<file path="config.mk">
export PLATFORM = sky130hd
export DESIGN_NAME = seg7_scan_ctrl
export DESIGN_NICKNAME = d
export VERILOG_FILES = /design/src/rtl/seg7_pkg.sv /design/src/rtl/seg7_glyph_rom.sv /design/src/rtl/seg7_scan_ctrl.sv
export SDC_FILE = /design/constraint.sdc
export NUM_CORES = 1
export LEC_CHECK = 0
export ABC_AREA = 0
export BUFFER_PORTS_ARGS = -buffer_cell sky130_fd_sc_hd__buf_2
export CAP_MARGIN = 40
export CORE_ASPECT_RATIO = 1.2
export CORE_MARGIN = 1
export CORE_UTILIZATION = 58
export CTS_CLUSTER_DIAMETER = 100
export DETAILED_ROUTE_END_ITERATION = 16
export GPL_ROUTABILITY_DRIVEN = 0
export PLACE_DENSITY = 0.89
export SYNTH_ARGS = -nofsm -noshare
export SYNTH_HDL_FRONTEND = slang
export SYNTH_SLANG_ARGS = --single-unit
</file>
<file path="constraint.sdc">
create_clock -name clk -period 3.4 [get_ports clk]
set_clock_uncertainty 0.15 [all_clocks]
set_input_delay 0.51 -clock clk [delete_from_list [all_inputs] [get_ports clk]]
set_output_delay 0.51 -clock clk [all_outputs]
set_load 0.005 [all_outputs]
</file>
<file path="src/rtl/seg7_pkg.sv">
// rtl/seg7_pkg.sv - glyph type, glyph constants and nibble encoder for the 7-segment scan controller
// Purpose: shared glyph definitions. Glyph bit order is {g,f,e,d,c,b,a}, 1 = segment lit.
// Ports: none (package).
package seg7_pkg;

   typedef logic [6:0] seg7_glyph_t;

   localparam seg7_glyph_t GLYPH_0     = 7'h3F;
   localparam seg7_glyph_t GLYPH_1     = 7'h06;
   localparam seg7_glyph_t GLYPH_2     = 7'h5B;
   localparam seg7_glyph_t GLYPH_3     = 7'h4F;
   localparam seg7_glyph_t GLYPH_4     = 7'h66;
   localparam seg7_glyph_t GLYPH_5     = 7'h6D;
   localparam seg7_glyph_t GLYPH_6     = 7'h7D;
   localparam seg7_glyph_t GLYPH_7     = 7'h07;
   localparam seg7_glyph_t GLYPH_8     = 7'h7F;
   localparam seg7_glyph_t GLYPH_9     = 7'h6F;
   localparam seg7_glyph_t GLYPH_A     = 7'h77;
   localparam seg7_glyph_t GLYPH_B     = 7'h7C;
   localparam seg7_glyph_t GLYPH_C     = 7'h39;
   localparam seg7_glyph_t GLYPH_D     = 7'h5E;
   localparam seg7_glyph_t GLYPH_E     = 7'h79;
   localparam seg7_glyph_t GLYPH_F     = 7'h71;
   localparam seg7_glyph_t GLYPH_DASH  = 7'h40;
   localparam seg7_glyph_t GLYPH_BLANK = 7'h00;

   // BCD mode has no letters: codes 10..15 render as a dash so bad data is visible.
   function automatic seg7_glyph_t seg7_encode(input logic [3:0] val, input logic hex_mode);
      seg7_glyph_t g;
      g = GLYPH_BLANK;
      case (val)
         4'h0: g = GLYPH_0;
         4'h1: g = GLYPH_1;
         4'h2: g = GLYPH_2;
         4'h3: g = GLYPH_3;
         4'h4: g = GLYPH_4;
         4'h5: g = GLYPH_5;
         4'h6: g = GLYPH_6;
         4'h7: g = GLYPH_7;
         4'h8: g = GLYPH_8;
         4'h9: g = GLYPH_9;
         4'hA: g = GLYPH_A;
         4'hB: g = GLYPH_B;
         4'hC: g = GLYPH_C;
         4'hD: g = GLYPH_D;
         4'hE: g = GLYPH_E;
         4'hF: g = GLYPH_F;
         default: g = GLYPH_BLANK;
      endcase
      if (!hex_mode && (val > 4'd9)) begin
         g = GLYPH_DASH;
      end
      return g;
   endfunction

endpackage

</file>
<file path="src/rtl/seg7_glyph_rom.sv">
// rtl/seg7_glyph_rom.sv - combinational nibble to 7-segment glyph lookup
// Purpose: converts one digit value to its segment pattern, or blank when suppressed.
// Ports:
//   nibble   in  4  digit value
//   hex_mode in  1  1: 0-F glyphs, 0: BCD with dash for 10-15
//   blank    in  1  force all segments a-g off
//   glyph    out 7  {g,f,e,d,c,b,a}, 1 = lit
module seg7_glyph_rom
   import seg7_pkg::*;
(
   input  logic [3:0]  nibble,
   input  logic        hex_mode,
   input  logic        blank,
   output seg7_glyph_t glyph
);

   always_comb begin
      glyph = GLYPH_BLANK;
      if (!blank) begin
         glyph = seg7_encode(nibble, hex_mode);
      end
   end

endmodule

</file>
<file path="src/rtl/seg7_scan_ctrl.sv">
// rtl/seg7_scan_ctrl.sv - multiplexed N-digit 7-segment scan controller
// Purpose: double-buffered digit data, scan/slot counters with dead-time, PWM brightness,
//          blink, leading-zero suppression and registered pin outputs.
// Ports:
//   clk, rst_n                clock, asynchronous active-low reset
//   valid                     load strobe for digit_data/dp_mask/blink_mask
//   digit_data [4*N_DIGITS]   digit i at [4i+3:4i], digit 0 rightmost
//   dp_mask, blink_mask [N]   per-digit decimal point and blink enable
//   hex_mode, lz_suppress     glyph mode, leading-zero blanking
//   brightness [BRIGHT_W]     0 = dark, all-ones = full on
//   enable                    0 blanks the display, counters keep running
//   seg [8]                   {dp,g,f,e,d,c,b,a}
//   an [N_DIGITS]             one-hot digit select
//   frame_start               1-cycle pulse at start of the digit-0 slot
module seg7_scan_ctrl
   import seg7_pkg::*;
#(
   parameter int N_DIGITS       = 4,
   parameter int SLOT_CYCLES    = 1000,
   parameter int BRIGHT_W       = 3,
   parameter int BLINK_FRAMES   = 64,
   parameter int SEG_ACTIVE_LOW = 0,
   parameter int AN_ACTIVE_LOW  = 0
)
(
   input  logic                  clk,
   input  logic                  rst_n,
   input  logic                  valid,
   input  logic [4*N_DIGITS-1:0] digit_data,
   input  logic [N_DIGITS-1:0]   dp_mask,
   input  logic [N_DIGITS-1:0]   blink_mask,
   input  logic                  hex_mode,
   input  logic                  lz_suppress,
   input  logic [BRIGHT_W-1:0]   brightness,
   input  logic                  enable,
   output logic [7:0]            seg,
   output logic [N_DIGITS-1:0]   an,
   output logic                  frame_start
);

   localparam int SLOT_W = $clog2(SLOT_CYCLES);
   localparam int IDX_W  = $clog2(N_DIGITS);
   localparam int BLK_W  = (BLINK_FRAMES > 1) ? $clog2(BLINK_FRAMES) : 1;

   localparam logic [SLOT_W-1:0]   SLOT_LAST = SLOT_W'(SLOT_CYCLES - 1);
   localparam logic [IDX_W-1:0]    IDX_LAST  = IDX_W'(N_DIGITS - 1);
   localparam logic [BLK_W-1:0]    BLK_LAST  = BLK_W'(BLINK_FRAMES - 1);
   localparam logic [7:0]          SEG_INV   = (SEG_ACTIVE_LOW != 0) ? 8'hFF : 8'h00;
   localparam logic [N_DIGITS-1:0] AN_INV    = (AN_ACTIVE_LOW != 0) ? {N_DIGITS{1'b1}} : {N_DIGITS{1'b0}};

   logic [SLOT_W-1:0]     slot_cnt;
   logic [IDX_W-1:0]      scan_idx;
   logic [BRIGHT_W-1:0]   pwm_cnt;
   logic [BLK_W-1:0]      blink_cnt;
   logic                  blink_phase;

   logic [4*N_DIGITS-1:0] pend_data, act_data;
   logic [N_DIGITS-1:0]   pend_dp, act_dp;
   logic [N_DIGITS-1:0]   pend_blink, act_blink;

   logic                  frame_bound;
   logic                  frame_end;
   logic [N_DIGITS-1:0]   lz_blank;
   logic                  zeros_above;
   logic [3:0]            cur_nibble;
   seg7_glyph_t           cur_glyph;
   logic                  pwm_on;
   logic                  lit;
   logic [7:0]            seg_nxt;
   logic [N_DIGITS-1:0]   an_nxt;

   assign frame_bound = (slot_cnt == '0) && (scan_idx == '0);
   assign frame_end   = (slot_cnt == SLOT_LAST) && (scan_idx == IDX_LAST);

   // Scan, PWM and blink counters.
   always_ff @(posedge clk or negedge rst_n) begin
      if (!rst_n) begin
         slot_cnt    <= '0;
         scan_idx    <= '0;
         pwm_cnt     <= '0;
         blink_cnt   <= '0;
         blink_phase <= 1'b0;
      end else begin
         pwm_cnt <= pwm_cnt + 1'b1;
         if (slot_cnt == SLOT_LAST) begin
            slot_cnt <= '0;
            scan_idx <= (scan_idx == IDX_LAST) ? '0 : scan_idx + 1'b1;
         end else begin
            slot_cnt <= slot_cnt + 1'b1;
         end
         // Counting completed frames keeps the first BLINK_FRAMES frames after reset in phase 0.
         if (frame_end) begin
            if (blink_cnt == BLK_LAST) begin
               blink_cnt   <= '0;
               blink_phase <= ~blink_phase;
            end else begin
               blink_cnt <= blink_cnt + 1'b1;
            end
         end
      end
   end

   // Double buffer: the active copy only changes on the frame boundary cycle, which is
   // itself a dead-time cycle, so a frame is always rendered from one coherent snapshot.
   always_ff @(posedge clk or negedge rst_n) begin
      if (!rst_n) begin
         pend_data  <= '0;
         pend_dp    <= '0;
         pend_blink <= '0;
         act_data   <= '0;
         act_dp     <= '0;
         act_blink  <= '0;
      end else begin
         if (valid) begin
            pend_data  <= digit_data;
            pend_dp    <= dp_mask;
            pend_blink <= blink_mask;
         end
         if (frame_bound) begin
            act_data  <= valid ? digit_data : pend_data;
            act_dp    <= valid ? dp_mask    : pend_dp;
            act_blink <= valid ? blink_mask : pend_blink;
         end
      end
   end

   // A digit is blanked when it and every more significant digit is zero; digit 0 never is.
   always_comb begin
      lz_blank    = '0;
      zeros_above = 1'b1;
      for (int i = N_DIGITS - 1; i > 0; i--) begin
         zeros_above = zeros_above && (act_data[4*i +: 4] == 4'd0);
         lz_blank[i] = lz_suppress && zeros_above;
      end
   end

   assign cur_nibble = act_data[4*scan_idx +: 4];

   seg7_glyph_rom u_glyph_rom (
      .nibble   (cur_nibble),
      .hex_mode (hex_mode),
      .blank    (lz_blank[scan_idx]),
      .glyph    (cur_glyph)
   );

   assign pwm_on = (pwm_cnt < brightness) || (&brightness);

   // slot_cnt==0 is the anti-ghost gap between digits; seg follows an so nothing is driven
   // while no digit is selected.
   always_comb begin
      lit     = enable && (slot_cnt != '0) && pwm_on && !(blink_phase && act_blink[scan_idx]);
      seg_nxt = 8'h00;
      an_nxt  = '0;
      if (lit) begin
         seg_nxt = {act_dp[scan_idx], cur_glyph};
         an_nxt  = N_DIGITS'(1) << scan_idx;
      end
   end

   always_ff @(posedge clk or negedge rst_n) begin
      if (!rst_n) begin
         seg         <= SEG_INV;
         an          <= AN_INV;
         frame_start <= 1'b0;
      end else begin
         seg         <= seg_nxt ^ SEG_INV;
         an          <= an_nxt ^ AN_INV;
         frame_start <= frame_bound;
      end
   end

endmodule

</file>
Word level (Yosys, flattened, before mapping)
Memory sizes are Yosys's and may differ from the RTL's.
Index checks and enable logic that the tools add are counted.
{"block": "totals", "reg_bits": 83, "latch_bits": 0, "ram_bits": 0, "mem_bits_ro": 112, "input_bits": 33, "out_inout_bits": 13, "elab_cells": 67, "mem_count": 1}
{"name": "(no name shown)", "depth": 16, "word_bits": 7, "rd": 1, "rd_clocked_by_memory_dff": 0, "wr": 0, "line": "seg7_pkg.sv:31", "rtl": "case (val)"}
{"block": "op_classes", "n_addsub": 4, "multipliers": 0, "n_div": 0, "order_cmp": 3, "eq_ne": 3, "n_shift": 2, "muxes": 16, "n_bitwise": 1, "reduce_logical": 23}
{"op": "2-to-1 mux 16 bit", "n": 1}
{"op": "indexed part select 16 x 5 -> 4 bit", "n": 1}
{"op": "2-to-1 mux 7 bit", "n": 2}
{"op": "logical AND 1 bit", "n": 12}
{"op": "logical NOT 4 bit", "n": 3}
{"op": "2-to-1 mux 4 bit", "n": 3}
{"op": "adder 10 x 1 -> 10 bit (second input constant)", "n": 1}
{"op": "== test 10 bit (second input constant)", "n": 1}
{"op": "logical NOT 10 bit", "n": 1}
{"op": "2-to-1 mux 10 bit", "n": 1}
{"op": "nonzero test 10 bit", "n": 1}
{"op": "2-to-1 mux 8 bit", "n": 1}
{"op": "adder 6 x 1 -> 6 bit (second input constant)", "n": 1}
{"op": "binary-select mux 1 bit (select 2 bit)", "n": 3}
{"op": "== test 6 bit (second input constant)", "n": 1}
{"op": "2-to-1 mux 6 bit", "n": 1}
{"op": "> comparator 4 bit (second input constant)", "n": 1}
{"op": "left shift 1 x 2 -> 4 bit (first input constant)", "n": 1}
{"op": "adder 3 x 1 -> 3 bit (second input constant)", "n": 1}
{"op": "less-than comparator 2 x 3 -> 1 bit (second input constant)", "n": 1}
{"op": "less-than comparator 3 bit", "n": 1}
{"op": "2-to-1 mux 1 bit", "n": 3}
{"op": "AND reduction 3 bit", "n": 1}
{"op": "adder 2 x 1 -> 2 bit (second input constant)", "n": 1}
{"op": "other kinds (7)", "n": 8}

Depth between registers and ports, before layout
{"block": "depth", "depth_word": 8, "ltp_mapped": 8, "mapped_depth_nobuf": 7}

Cells and area by module
Synthesis repeated with hierarchy kept, for this count alone.
{"block": "hier_totals", "hier_cells": 299, "hier_area_um2": 3829.9}
{"module": "seg7_scan_ctrl", "instances": 1, "cells_per_inst": 261, "area_per_inst_um2": 3515.9, "seq_area_each_um2": 2077.0}
{"module": "seg7_glyph_rom", "instances": 1, "cells_per_inst": 38, "area_per_inst_um2": 314.1, "seq_area_each_um2": 0.0}

Worst setup path after synthesis
Ideal clock, no wire load.
{"block": "synth_path", "path_kind": "register -> register", "start": "register scan_idx[0]", "end": "register seg[5]", "setup_time_ns": 0.096, "t_arrival_ns": 2.166, "required_time_ns": 3.154, "path_slack_ns": 0.989, "stages_incl_launch_ff": 9, "n_path_buf": 1, "period_less_slack_ns": 2.411, "cell_sequence": "dfrtp_1 > buf_6 > mux4_1 > inv_1 > ha_1 > nor2_1 > o211ai_2 > nand4_4 > a311oi_2"}
{"block": "synth_via", "elab_chain_len": 6, "word_cells_on_any_way": 14, "cone_classes": "1 x order compare; 1 x shift; 7 x mux; 4 x reduce/logical; 1 x memory"}
{"item": "start: declaration", "line": "seg7_scan_ctrl.sv:52", "rtl": "logic [IDX_W-1:0] scan_idx;"}
{"item": "start signal: assignment", "line": "seg7_scan_ctrl.sv:87", "rtl": "scan_idx <= (scan_idx == IDX_LAST) ? '0 : scan_idx + 1'b1;"}
{"item": "indexed part select 16 x 5 -> 4 bit or binary-select mux 1 bit (select 2 bit) (tied branches)", "line": "seg7_scan_ctrl.sv:137, seg7_scan_ctrl.sv:151"}
{"item": "> comparator 4 bit or 2-to-1 mux 1 bit (tied branches)", "line": "seg7_pkg.sv:50, seg7_scan_ctrl.sv:151"}
{"item": "logical AND 1 bit (on tied branches)", "line": "seg7_pkg.sv:50, seg7_scan_ctrl.sv:151"}
{"item": "2-to-1 mux 7 bit or logical NOT 1 bit (tied branches)", "line": "seg7_pkg.sv:50, seg7_scan_ctrl.sv:151"}
{"item": "2-to-1 mux 7 bit or logical AND 1 bit (tied branches)", "line": "seg7_glyph_rom.sv:19, seg7_scan_ctrl.sv:151"}
{"item": "2-to-1 mux 8 bit *", "line": "seg7_scan_ctrl.sv:154", "rtl": "if (lit) begin"}
{"item": "named net seg_nxt[5]", "line": "seg7_scan_ctrl.sv:69", "rtl": "logic [7:0] seg_nxt;"}
{"item": "end signal: assignment", "line": "seg7_scan_ctrl.sv:166", "rtl": "seg <= seg_nxt ^ SEG_INV;"}
{"item": "end: declaration", "line": "seg7_scan_ctrl.sv:36", "rtl": "output logic [7:0] seg,"}
The timed path passes the listed nets; every way through them passes the cells marked *. The select of a mux whose other input is x is not followed.
A chain may end at the register's enable or synchronous reset.

Final worst setup path
Ends and elaborated chain as after synthesis.

==> results.md <==
* Largest stage delay on the critical path at 0.73 ns
* DP Cell Count at 409
* Most common flop cell mapped by yosys: dfrtp_1
* Endpoints failing setup at 0
* Synth Cell Area at 0.00379 mm^2
* GRT busiest layer: met2
* Initial Util at 0.615
* Via density at 5.67
* Total Routing Usage GR at 0.222
* Fin area at 0.00429 mm^2
* Register area share after synthesis at 0.548
* CTS tree: yes
* H-tree depth at 3
* CP Launch Type: flop
* First-pass GRT wire length at 11200 um
* Reg2reg start: scan_idx[0]
* CTS Buf Count at 9
* Crit path kind: flop to flop
* Worst R2R End: seg[5]
* IO Pins at 46
* Total negative slack at 0 ns
* CP Cell Sequence: mux4_1 -> inv_1 -> ha_1 -> nor2_1 -> o211ai_2 -> nand4_4 -> a311oi_2
* Port Buffers at 45
* Nets at 388
* Largest net degree at the start of global routing at 49
* Count of cell types in the netlist at 50
* Area of the multi-input gates at 0.00159 mm^2
* Fillers at 428
* Slew headroom at 0.653
* Initial antenna violation count at 0
* CP Capture Type: flop
* Period utilization at 0.826
* Clock sink count at 83
* Vias in the first global route at 2446
* DRT Pass-1 Iters at 5
* Vias after detailed routing at 2414
* GRT Residual Overflow at 0
* Share of the synthesized area in the top cell type at 0.548
* Die area at 0.00686 mm^2
* Max Clk Rate at 0.356 GHz
* Area Growth Syn to Fin at 13.2%
* Commonest non-fill, non-tap cell in the layout: dfrtp_1
* Synth Area per Inst at 13.0 um^2
* Asr flop ratio synth at 1.00
* Cell Area, Placed at 0.00410 mm^2
* Setup slack, reg-to-reg at 0.59 ns
* Non-Filler Instances at 426
* Synth area leader: dfrtp_1
* Num rows at 31
* Worst Tran Pin Value at 0.521 ns
* # diodes at 0
* DR iter-0 viols at 177
* Die Y at 90.6 um
* Clock Tree Buf Depth at 2
* Final slew viol count at 0
* Yosys Warn Count at 0
* Met2 GRT Util at 0.345
* Hold Crit Depth at 2
* Wire per inst at 15.8 um
* Commonest non-fill, non-tap cells in the layout: dfrtp_1, buf_2, mux2_2, mux2_1, ha_1
* HPWL Detailed at 4930 um
* CP Max Fanout at 11
* CP top delay family: multiplexers
* Layout cell share with drive strength beyond 1 at 0.282
* Clock period minus worst slack at 2.81 ns
* Core Area at 0.00617 mm^2
* CP max-delay cell: mux4_1
* HP Start: digit_data[7]
* CTS clock-pin slew for the worst setup and hold paths at 0.08 ns
* Buffer and inverter count on the worst path at 1
* Worst R2R Path Depth at 7
* Post-Syn Instances at 291
* Cell Pwr Density at 449 mW/mm^2
* Synthesized Nets at 340
* Worst VDD drop at 0.292 mV
* Register area at 0.00208 mm^2
* Hold Path End: pend_data[7]
* Met1 usage at 0.290
* Total routed wirelength at 6730 um
* # Max-Cap Violations at 0
* Area contributors post-synth: dfrtp_1, mux2_1, mux2_2, ha_1, mux4_1
* Antenna-violating nets left at 0
* EDFF count, synth at 0
* RSZ-0062 raised after global routing: no
* LEAKAGE at 2.02 nW
* Clk Latency, worst-skew pair at 0.36 ns
* Final hold violation count at 0
* CP required at 3.51 ns
* FF+latch count, synth at 83
* Critical path arrival at 2.92 ns
* Met3 usage at 0.0480
* DRC viols at 0
* Die width at 75.8 um
* Hold crit path type: input pin to flop
* CTS root buf: clkbuf_8
* Status: complete, no violations
[state kept, by name, indices dropped and copies added (netlist names), 3 cells and up]
signal and cells:
act_blink 4, act_data 16, act_dp 4, an 4, blink_cnt 6, pend_blink 4, pend_data 16, pend_dp 4
pwm_cnt 3, seg 8, slot_cnt 10
[worst reg2reg max path: stages (launching register included)]
cell and delay, ns:
dfrtp_1 0.66, mux4_1 0.73, inv_1 0.16, ha_1 0.28, nor2_1 0.09, o211ai_2 0.21, nand4_4 0.17, a311oi_2 0.27
[cell usage after synthesis (all sizes together) (2+ instances only)]
library cell and instances:
nor4 2, inv 14, mux4 6, nand3 12
buf 7, and3 9, xnor2 5, or2 2
ha 16, nand4 2, clkbuf 5, a311oi 2
a211oi 4, nor2b 3, or3 2, o21ai 8
mux2 50, nor3 6, nor2 13, nand2b 2
dfrtp 83, xor2 4, a21oi 8, o211ai 2
nand2 12
[stage by stage]
step / total power, W / hold WS, ns / setup slack (ns) / utilization
4_1_cts: 0.00195 / 0.236 / 0.600 / 0.696
2_1_floorplan: 0.00119 / 0.0644 / 0.989 / -
3_3_place_gp: 0.00126 / 0.279 / 0.759 / 0.660
5_1_grt: 0.00202 / 0.236 / 0.454 / 0.696
6_report: 0.00193 / 0.246 / 0.593 / 0.696
3_5_place_dp: 0.00128 / 0.318 / 0.618 / 0.664
[cell families after synthesis]
family,Yosys count,synth area share
DFF,83,0.548
adders and majority gates,16,0.0528
AOI/OAI and AO/OA,31,0.0568
and+or+nand+nor,70,0.103
xor gates and xnor gates,9,0.0208
buffers and inverters,26,0.0317
muxes,56,0.187
[power breakdown]
part | switching [W] | total (W) | internal (W) | leakage [nW]
clock network | 0.000331 | 0.000672 | 0.000340 | 0.0906
logic | 0.0000945 | 0.000185 | 0.0000909 | 0.899
registers | 0.0000246 | 0.00107 | 0.00105 | 1.03
[routing by layer]
| layer | up-vias | part of all wire |
|---|---|---|
| met4 | 0 | 0.027 |
| met3 | 15 | 0.037 |
| li1 | 1133 | - |
| met5 | - | 0 |
| met1 | 1193 | 0.43 |
| met2 | 73 | 0.50 |
[final cells by class]
type / count / share of cell area
clock inverter: 4 / 0.0120
multi-input combinational: 182 / 0.371
tap: 82 / 0.0239
timing repair buffer: 49 / 0.0653
sequential: 83 / 0.484
clock buffer: 12 / 0.0315
inverter: 14 / 0.0122
[what timing repair did]
item,4_1_cts,5_1_grt
hold endpoints to repair,35,0
buffers inserted,0,0
hold buffers,1,0
resized for setup,0,0
[worst max-delay path by stage]
stage / startpoint / to / slack, ns / depth (start not counted)
floorplan: scan_idx[0] / seg[5] / 0.99 / 8
global placement: scan_idx[0] / seg[5] / 0.76 / 7
detailed placement: scan_idx[0] / seg[5] / 0.62 / 7
CTS: scan_idx[0] / seg[5] / 0.60 / 7
global route: scan_idx[0] / seg[4] / 0.45 / 7
finish: scan_idx[0] / seg[5] / 0.59 / 7
No activity file was read; power rests on OpenSTA's default activity.
